--- config.mk ---
export PLATFORM = sky130hd
export DESIGN_NAME = hsync
export DESIGN_NICKNAME = d
export VERILOG_FILES = /design/src/rtl/hsync.sv
export SDC_FILE = /design/constraint.sdc
export NUM_CORES = 1
export LEC_CHECK = 0
export CORE_UTILIZATION = 49
export DETAILED_ROUTE_END_ITERATION = 10
export PLACE_DENSITY = 0.88
export SLEW_MARGIN = 15
export SYNTH_ARGS = -nofsm -noshare
export SYNTH_HDL_FRONTEND = slang
export SYNTH_SLANG_ARGS = --single-unit
--- constraint.sdc ---
create_clock -name clk -period 2.7 [get_ports clk]
set_clock_uncertainty 0.1 [all_clocks]
set_input_delay 0.54 -clock clk [delete_from_list [all_inputs] [get_ports clk]]
set_output_delay 0.54 -clock clk [all_outputs]
set_load 0.05 [all_outputs]
--- src/rtl/hsync.sv ---
// Horizontal timing generator: pixel-slot prescaler plus a SYNC/BACK/VISIBLE/FRONT
// line sequencer, with outputs decoded from registered state only.
module hsync #(
  parameter int unsigned CLK_DIV   = 2,
  parameter int unsigned H_SYNC    = 96,
  parameter int unsigned H_BACK    = 48,
  parameter int unsigned H_VISIBLE = 640,
  parameter int unsigned H_FRONT   = 16
) (
  input  logic       clk,
  input  logic       i_sclr_n,
  output logic       o_pen,
  output logic       o_hsync_en,
  output logic       o_addr_en,
  output logic [9:0] o_idx,
  output logic       o_ven
);

  localparam int unsigned PW    = (CLK_DIV > 1) ? $clog2(CLK_DIV) : 1;
  localparam int unsigned MAX_A = (H_SYNC > H_BACK) ? H_SYNC : H_BACK;
  localparam int unsigned MAX_B = (H_VISIBLE > H_FRONT) ? H_VISIBLE : H_FRONT;
  localparam int unsigned H_MAX = (MAX_A > MAX_B) ? MAX_A : MAX_B;
  localparam int unsigned PHW   = (H_MAX > 1) ? $clog2(H_MAX) : 1;

  typedef enum logic [1:0] {
    SYNC    = 2'd0,
    BACK    = 2'd1,
    VISIBLE = 2'd2,
    FRONT   = 2'd3
  } state_t;

  state_t         state, state_nxt;
  logic [PW-1:0]  pre, pre_nxt;
  logic [PHW-1:0] phase, phase_nxt;
  logic [PHW-1:0] len_m1;
  logic           pen_c;
  logic           last_c;

  // Free-running pixel-slot prescaler; only reset clears it.
  always_comb begin
    pen_c   = (pre == PW'(CLK_DIV - 1));
    pre_nxt = pen_c ? '0 : pre + PW'(1);
  end

  always_ff @(posedge clk) begin
    if (!i_sclr_n) begin
      pre   <= '0;
      state <= SYNC;
      phase <= '0;
    end else begin
      pre   <= pre_nxt;
      state <= state_nxt;
      phase <= phase_nxt;
    end
  end

  // Phase advances per pixel slot; the last slot of a region hands over to the next.
  always_comb begin
    state_nxt = state;
    phase_nxt = phase;
    case (state)
      SYNC:    len_m1 = PHW'(H_SYNC - 1);
      BACK:    len_m1 = PHW'(H_BACK - 1);
      VISIBLE: len_m1 = PHW'(H_VISIBLE - 1);
      FRONT:   len_m1 = PHW'(H_FRONT - 1);
      default: len_m1 = '0;
    endcase
    last_c = (phase == len_m1);
    if (pen_c) begin
      if (last_c) begin
        phase_nxt = '0;
        case (state)
          SYNC:    state_nxt = BACK;
          BACK:    state_nxt = VISIBLE;
          VISIBLE: state_nxt = FRONT;
          FRONT:   state_nxt = SYNC;
          default: state_nxt = SYNC;
        endcase
      end else begin
        phase_nxt = phase + PHW'(1);
      end
    end
  end

  assign o_pen      = pen_c;
  assign o_hsync_en = (state == SYNC);
  assign o_addr_en  = (state == VISIBLE);
  assign o_idx      = (state == VISIBLE) ? 10'(phase) : 10'd0;
  assign o_ven      = (state == FRONT) && last_c && pen_c;

endmodule
; ---- Word level (Yosys, flattened, before mapping)
; Cells that the tools add are included.
[classes]
bitwise = 1
eq_ne = 4
addsub = 2
muxes = 4
n_reduce_logical = 5
[op_table]
columns = operator, n
row1 = $pmux 10 s4, 1
row2 = $mux 10, 2
row3 = $add 10x1->10 const B, 1
row4 = $eq 10x10->1, 1
row5 = $pmux 2 s4, 1
row6 = $eq 2x2->1 const B, 2
row7 = $eq 2x1->1 const B, 1
row8 = $logic_and 1x1->1, 2
row9 = $logic_not 2->1, 1
row10 = $reduce_and 2->1, 1
row11 = $reduce_or 2->1, 1
row12 = $add 1x1->1 const B, 1
row13 = $not 1->1, 1
[totals]
output_inout_bits = 14
register_bits = 13
in_bits = 2
word_cells = 19

; ---- Longest topological paths before layout
; Gate-level depths: netlist of the first run.
[depth]
depth_word = 5
ltp_mapped = 6
depth_no_buf = 6

; ---- Worst setup path before layout of the first run
; OpenSTA, ideal clock, no wires.
[synth_path]
path_type = register -> output
from = reg state[0]
to = out o_ven
path_buffers = 0
slack_ps = 115
path_stages_with_launch = 7
t_arrival_ps = 1945
t_required_ps = 2060
cell_sequence = dfxtp_1 inv_1 ha_1 o211a_1 o21bai_1 nor3_1 and2_1
[synth_between]
elab_chain_len = 5
elab_cells_between_ends = 8
classes_between = eq/ne (4) / mux (1) / reduce/logical (3)
[synth_rtl]
columns = element, line
row1 = from (decl), 32  ; state_t state, state_nxt;
row2 = from (signal assigned), 52  ; state <= state_nxt;
row3 = $logic_not 2->1, n/a
row4 = via o_hsync_en, 13  ; output logic o_hsync_en,
row5 = $pmux 10 s4, 61  ; case (state)
row6 = $eq 10x10->1, 68  ; last_c = (phase == len_m1);
row7 = $logic_and 1x1->1 (2 in a row), 89  ; assign o_ven = (state == FRONT) && last_c && pen_c;
row8 = to (decl), 16  ; output logic o_ven
; The timed path passes the listed nets, and every way through them passes these cells. The select of a mux whose other input is x is not followed.

; ---- Worst setup path in the final report of the first run
[layout_path]
from = reg state[1]
to = out o_ven
[layout_between]
elab_chain_len = 5
elab_cells_between_ends = 8
classes_between = eq/ne (4) / mux (1) / reduce/logical (3)
[layout_rtl]
columns = element, line
row1 = "$eq 2x2->1, or another cell as far along", 61
row2 = $pmux 10 s4 *, 61
row3 = via len_m1[5], 35  ; logic [PHW-1:0] len_m1;
row4 = $eq 10x10->1 *, 68
row5 = $logic_and 1x1->1 * (2 in a row), 89
; The timed path passes the listed nets; every way through them passes the cells marked *. The select of a mux whose other input is x is not followed.

==> results.md, run 1 <==
STA:
- The minimum setup slack in the final design is approximately 0.094 ns.
- The count of final max-slew check failures is 0.
- The final cycle utilization of the critical path is 0.965.
- The number of failing setup endpoints in the final timing report is 0.
- The final total negative setup slack is 0 ns.
- Counting I/O delays and the setup requirement, the final critical path takes 2.61 ns.
- Static timing analysis puts the maximum clock frequency at 384 MHz.
- The total count of hold-check failures in the final report was 0.
- The worst relative slew slack is 0.668.
- The worst hold slack is about 0.41 ns.
- Setup repair after global routing left no endpoint under its margin.
- At the pin with the least slew margin, the transition time is ~0.50 ns.

Placed design:
- The total of buffers placed on input and output ports is 15.
- The placer congestion estimate is between 0.7 and 0.8.
- The pre-CTS setup slack is approximately 0.20 ns.
- After legalization and detailed placement, the total HPWL measured 1230 µm.

Floorplanning:
- The die covers 1740 µm².
- The number of placed I/O pins is 16.
- The core region is between 1000 and 1500 µm².
- The number of placement rows is 13.
- Measured along the y axis, the die boundary spans 41.7 µm.
- The starting density of the core is 0.559.
- The die is 41.7 µm wide.

Finish:
- The final core area utilization is 0.705.
- In the layout the commonest cells are 13 x sky130_fd_sc_hd__nor2_1, 12 x sky130_fd_sc_hd__buf_4, 11 x sky130_fd_sc_hd__dfxtp_1.
- The final antenna diode count is 0.
- The share of final-layout standard cells stronger than drive strength 1 is 0.255.
- The net count of the finished layout is approximately 110.
- The area growth from synthesis to layout is 26.1%.
- The most common library cell in the layout ignoring fill and taps is sky130_fd_sc_hd__nor2_1.

Critical path:
- Of all nets on the critical path, the largest fanout is 5.
- In this design, the stage delay of the slowest critical-path cell is ~0.38 ns.
- The worst path buffer plus inverter count is 2.
- The critical register-to-register path startpoint is state[1].
- The endpoint identified for the worst register-to-register timing path is phase[5].
- Setup slack on the worst reg-to-reg path comes out at between 0.7 and 0.8 ns.
- The cell with the largest stage delay on the worst path is sky130_fd_sc_hd__or3_4.
- Walking the worst path, the cells encountered are inv_1 -> ha_4 -> xor2_1 -> or3_4 -> nor3_2 -> and2_4 -> buf_12.
- Grouping stages by cell kind, the critical path spends the most delay in simple AND/OR/NAND/NOR gates.
- The element type at the critical path end is a primary output.
- The most critical setup path has its endpoint at o_ven.
- STA classifies the critical path startpoint as a register.
- The worst path required time is ~2.1 ns.
- By startpoint and endpoint, the worst setup path is classified as reg2out.
- The path depth of the worst reg2reg path is 6.
- The worst setup path startpoint is state[1].
- The critical path crosses 7 cells after its start point.
- The arrival time reported for the critical path endpoint is just under 2 ns.

GRT:
- The overflow left after global routing is 0.
- The first global-routing pass estimated 2650 µm of wire.
- The number of global-route vias before repair was 612.
- The largest net degree at the start of global routing is 12.
- The number of antenna violations at the first check in global routing was 0.
- The met1 track utilization from global routing is 0.242.
- In the global route stage, met2 resource usage came out at 0.319.
- The most used routing layer is met2.
- Across every metal layer, demand over resource in global routing totals 0.197.
- For met3 alone, demand over resource in global routing was 0.0261.

Min path:
- The kind of path behind the tightest hold check is reg2reg.
- The cell depth of the worst min-delay path is 2.

Detailed routing:
- After detailed routing, the number of remaining DRC violations is 0.
- The total detailed-routing wirelength is approximately 1600 µm.
- The first detailed-routing pass took 4 iterations.
- The number of vias after detailed routing is approximately 660.
- In the routed layout, each cell is associated on average with a via count of between 5 and 6.
- After detailed routing, the average wire length per cell comes to between 10 and 15 µm.
- The antenna violation net count after detailed routing is 0.
- The iteration-0 DRC count of the detailed router is 20.

Clock network:
- Clock-pin slew was measured on the worst setup and hold paths at ~0.08 ns.
- The clock passes through at most 2 buffers.
- The root buffer cell chosen for the clock tree is sky130_fd_sc_hd__clkbuf_4.
- In this run the number of H-tree levels came out at 1.
- The total CTS buffers is 3.
- In this run, post-CTS hold repair placed 0 buffers.
- The clock sink count is 13.
- The clock tree from TritonCTS is done.
- The number of buffers inserted by post-CTS setup repair is 0.
- The clock reaches the later pin of the worst-skew pair after 0.28 ns.

Flow run:
- The count of max-cap constraint violations is 0.

Yosys:
- After synthesis the cells add up to 773 µm².
- The synthesized flop and latch total is 13.
- Counting flops with a built-in enable in the synthesized netlist gives 0.
- The yosys synthesis warning count is 0.
- The average footprint of a synthesized cell is between 8 and 9 µm².
- Among all flip-flop cells after synthesis, the most frequent one is sky130_fd_sc_hd__dfxtp_1.
- Of all flip-flops after synthesis, the portion carrying an async set or reset was 0.
- Counting every instance in the synthesized netlist gives 88.
- The number of unique standard cell types used by synthesis is 28.
- The total nets after synthesis is 95.
- The post-synthesis sequential area ratio is 0.337.

Power and ir drop:
- The switching power is between 80 and 90 µW.
- Power spread over the standard cell area amounts to around 360 nW/µm².
- The fraction of power consumed by the clock network is 0.354.
- The fraction of power spent switching nets is 0.242.
- The share of total power dissipated in sequential elements is 0.575.
- The cell-internal power is 263 µW.
- VDD sags by at most 252 µV.
- Summed over all cells, the static leakage comes to ~0.39 nW.
- Of the total power, combinational logic draws 0.070.

Outcome:
- The flow ran to the end, and the final reports show no timing, DRC or antenna violations.
## stage by stage
step / total power, mW / cell area (µm²) / std cells
final: 0.347 / 975 / 121
after global routing: 0.358 / 975 / 121
after CTS: 0.347 / 971 / 121
after detailed placement: 0.228 / 922 / 117
after global placement: 0.228 / 922 / 117
after floorplan: 0.220 / 773 / 88
## sequential cells by signal, summed over array words and instances (netlist names)
name   count
state      2
o_pen      1
phase     10
## logic make-up (layout without fill, tap and decap cells)
logic type                 count (synthesis)  after routing  synth area share
AOI/OAI and AO/OA                         10             10             0.115
buffers and inverters                      7             25            0.0453
adders and majority gates                  5              5            0.0809
xor gates and xnor gates                  11             11             0.125
DFF                                       13             13             0.337
and+or+nand+nor                           42             42             0.298
## Yosys cell counts, drive strengths merged, types with 2 or more instances
master | count | share of area
dfxtp | 13 | 0.34
nor2 | 13 | 0.063
and2 | 11 | 0.091
xnor2 | 6 | 0.068
ha | 5 | 0.081
nand4 | 5 | 0.040
xor2 | 5 | 0.057
inv | 4 | 0.019
nor3 | 4 | 0.026
nand2 | 3 | 0.015
a21oi | 2 | 0.013
clkbuf | 2 | 0.011
nand3 | 2 | 0.013
o31ai | 2 | 0.037
## power by group through the flow
stage,registers (mW),clock network (mW),logic [mW]
after floorplan,0.207,0,0.0133
after global placement,0.204,0,0.0238
after detailed placement,0.204,0,0.0241
after CTS,0.199,0.123,0.0245
after global routing,0.200,0.131,0.0263
final,0.199,0.123,0.0244
## layer usage
metal / routed length, µm / share of wire
met4: 40 / 0.025
met1: 745 / 0.47
met3: 51 / 0.032
met5: 0 / 0
met2: 752 / 0.47
## worst register-to-register path, cell delays in order (launching register included)
cell and delay, ns:
sky130_fd_sc_hd__dfxtp_2 0.36, sky130_fd_sc_hd__inv_1 0.08, sky130_fd_sc_hd__ha_4 0.22, sky130_fd_sc_hd__xor2_1 0.15, sky130_fd_sc_hd__or3_4 0.38, sky130_fd_sc_hd__o31ai_4 0.44
sky130_fd_sc_hd__nor2_1 0.10
## worst min-delay path by stage
stage,to,start
6_report,state[1],state[1]
5_1_grt,state[1],state[1]
4_1_cts,state[1],state[1]
3_5_place_dp,phase[1],phase[1]
3_3_place_gp,state[1],state[1]
2_1_floorplan,phase[1],phase[1]
## cell type report
class                   count  area [µm²]
inverters                   4        15.0
fillers                   102         408
multi-input cells          68         502
flip-flops and latches     13         263
repair buffers             17         150
well taps                  15        18.8
clock buffers               4        26.3
## repair_timing
action                                  in CTS  in global routing
gates resized for setup                      5                  2
hold endpoints to repair                     0                  0
endpoints found under the setup margin       1                  1
pin swaps                                    1                  0
Power figures use the tool's default switching activity.
==> run 2: changes to the inputs <==
--- a/config.mk
+++ b/config.mk
@@ -6,6 +6,7 @@
 export NUM_CORES = 1
 export LEC_CHECK = 0
 export CORE_UTILIZATION = 49
+export CTS_CLUSTER_SIZE = 30
 export DETAILED_ROUTE_END_ITERATION = 10
 export PLACE_DENSITY = 0.88
 export SLEW_MARGIN = 15
==> results of run 2 <==
No change in the layout: final DEF, timing and power equal those of run 1.
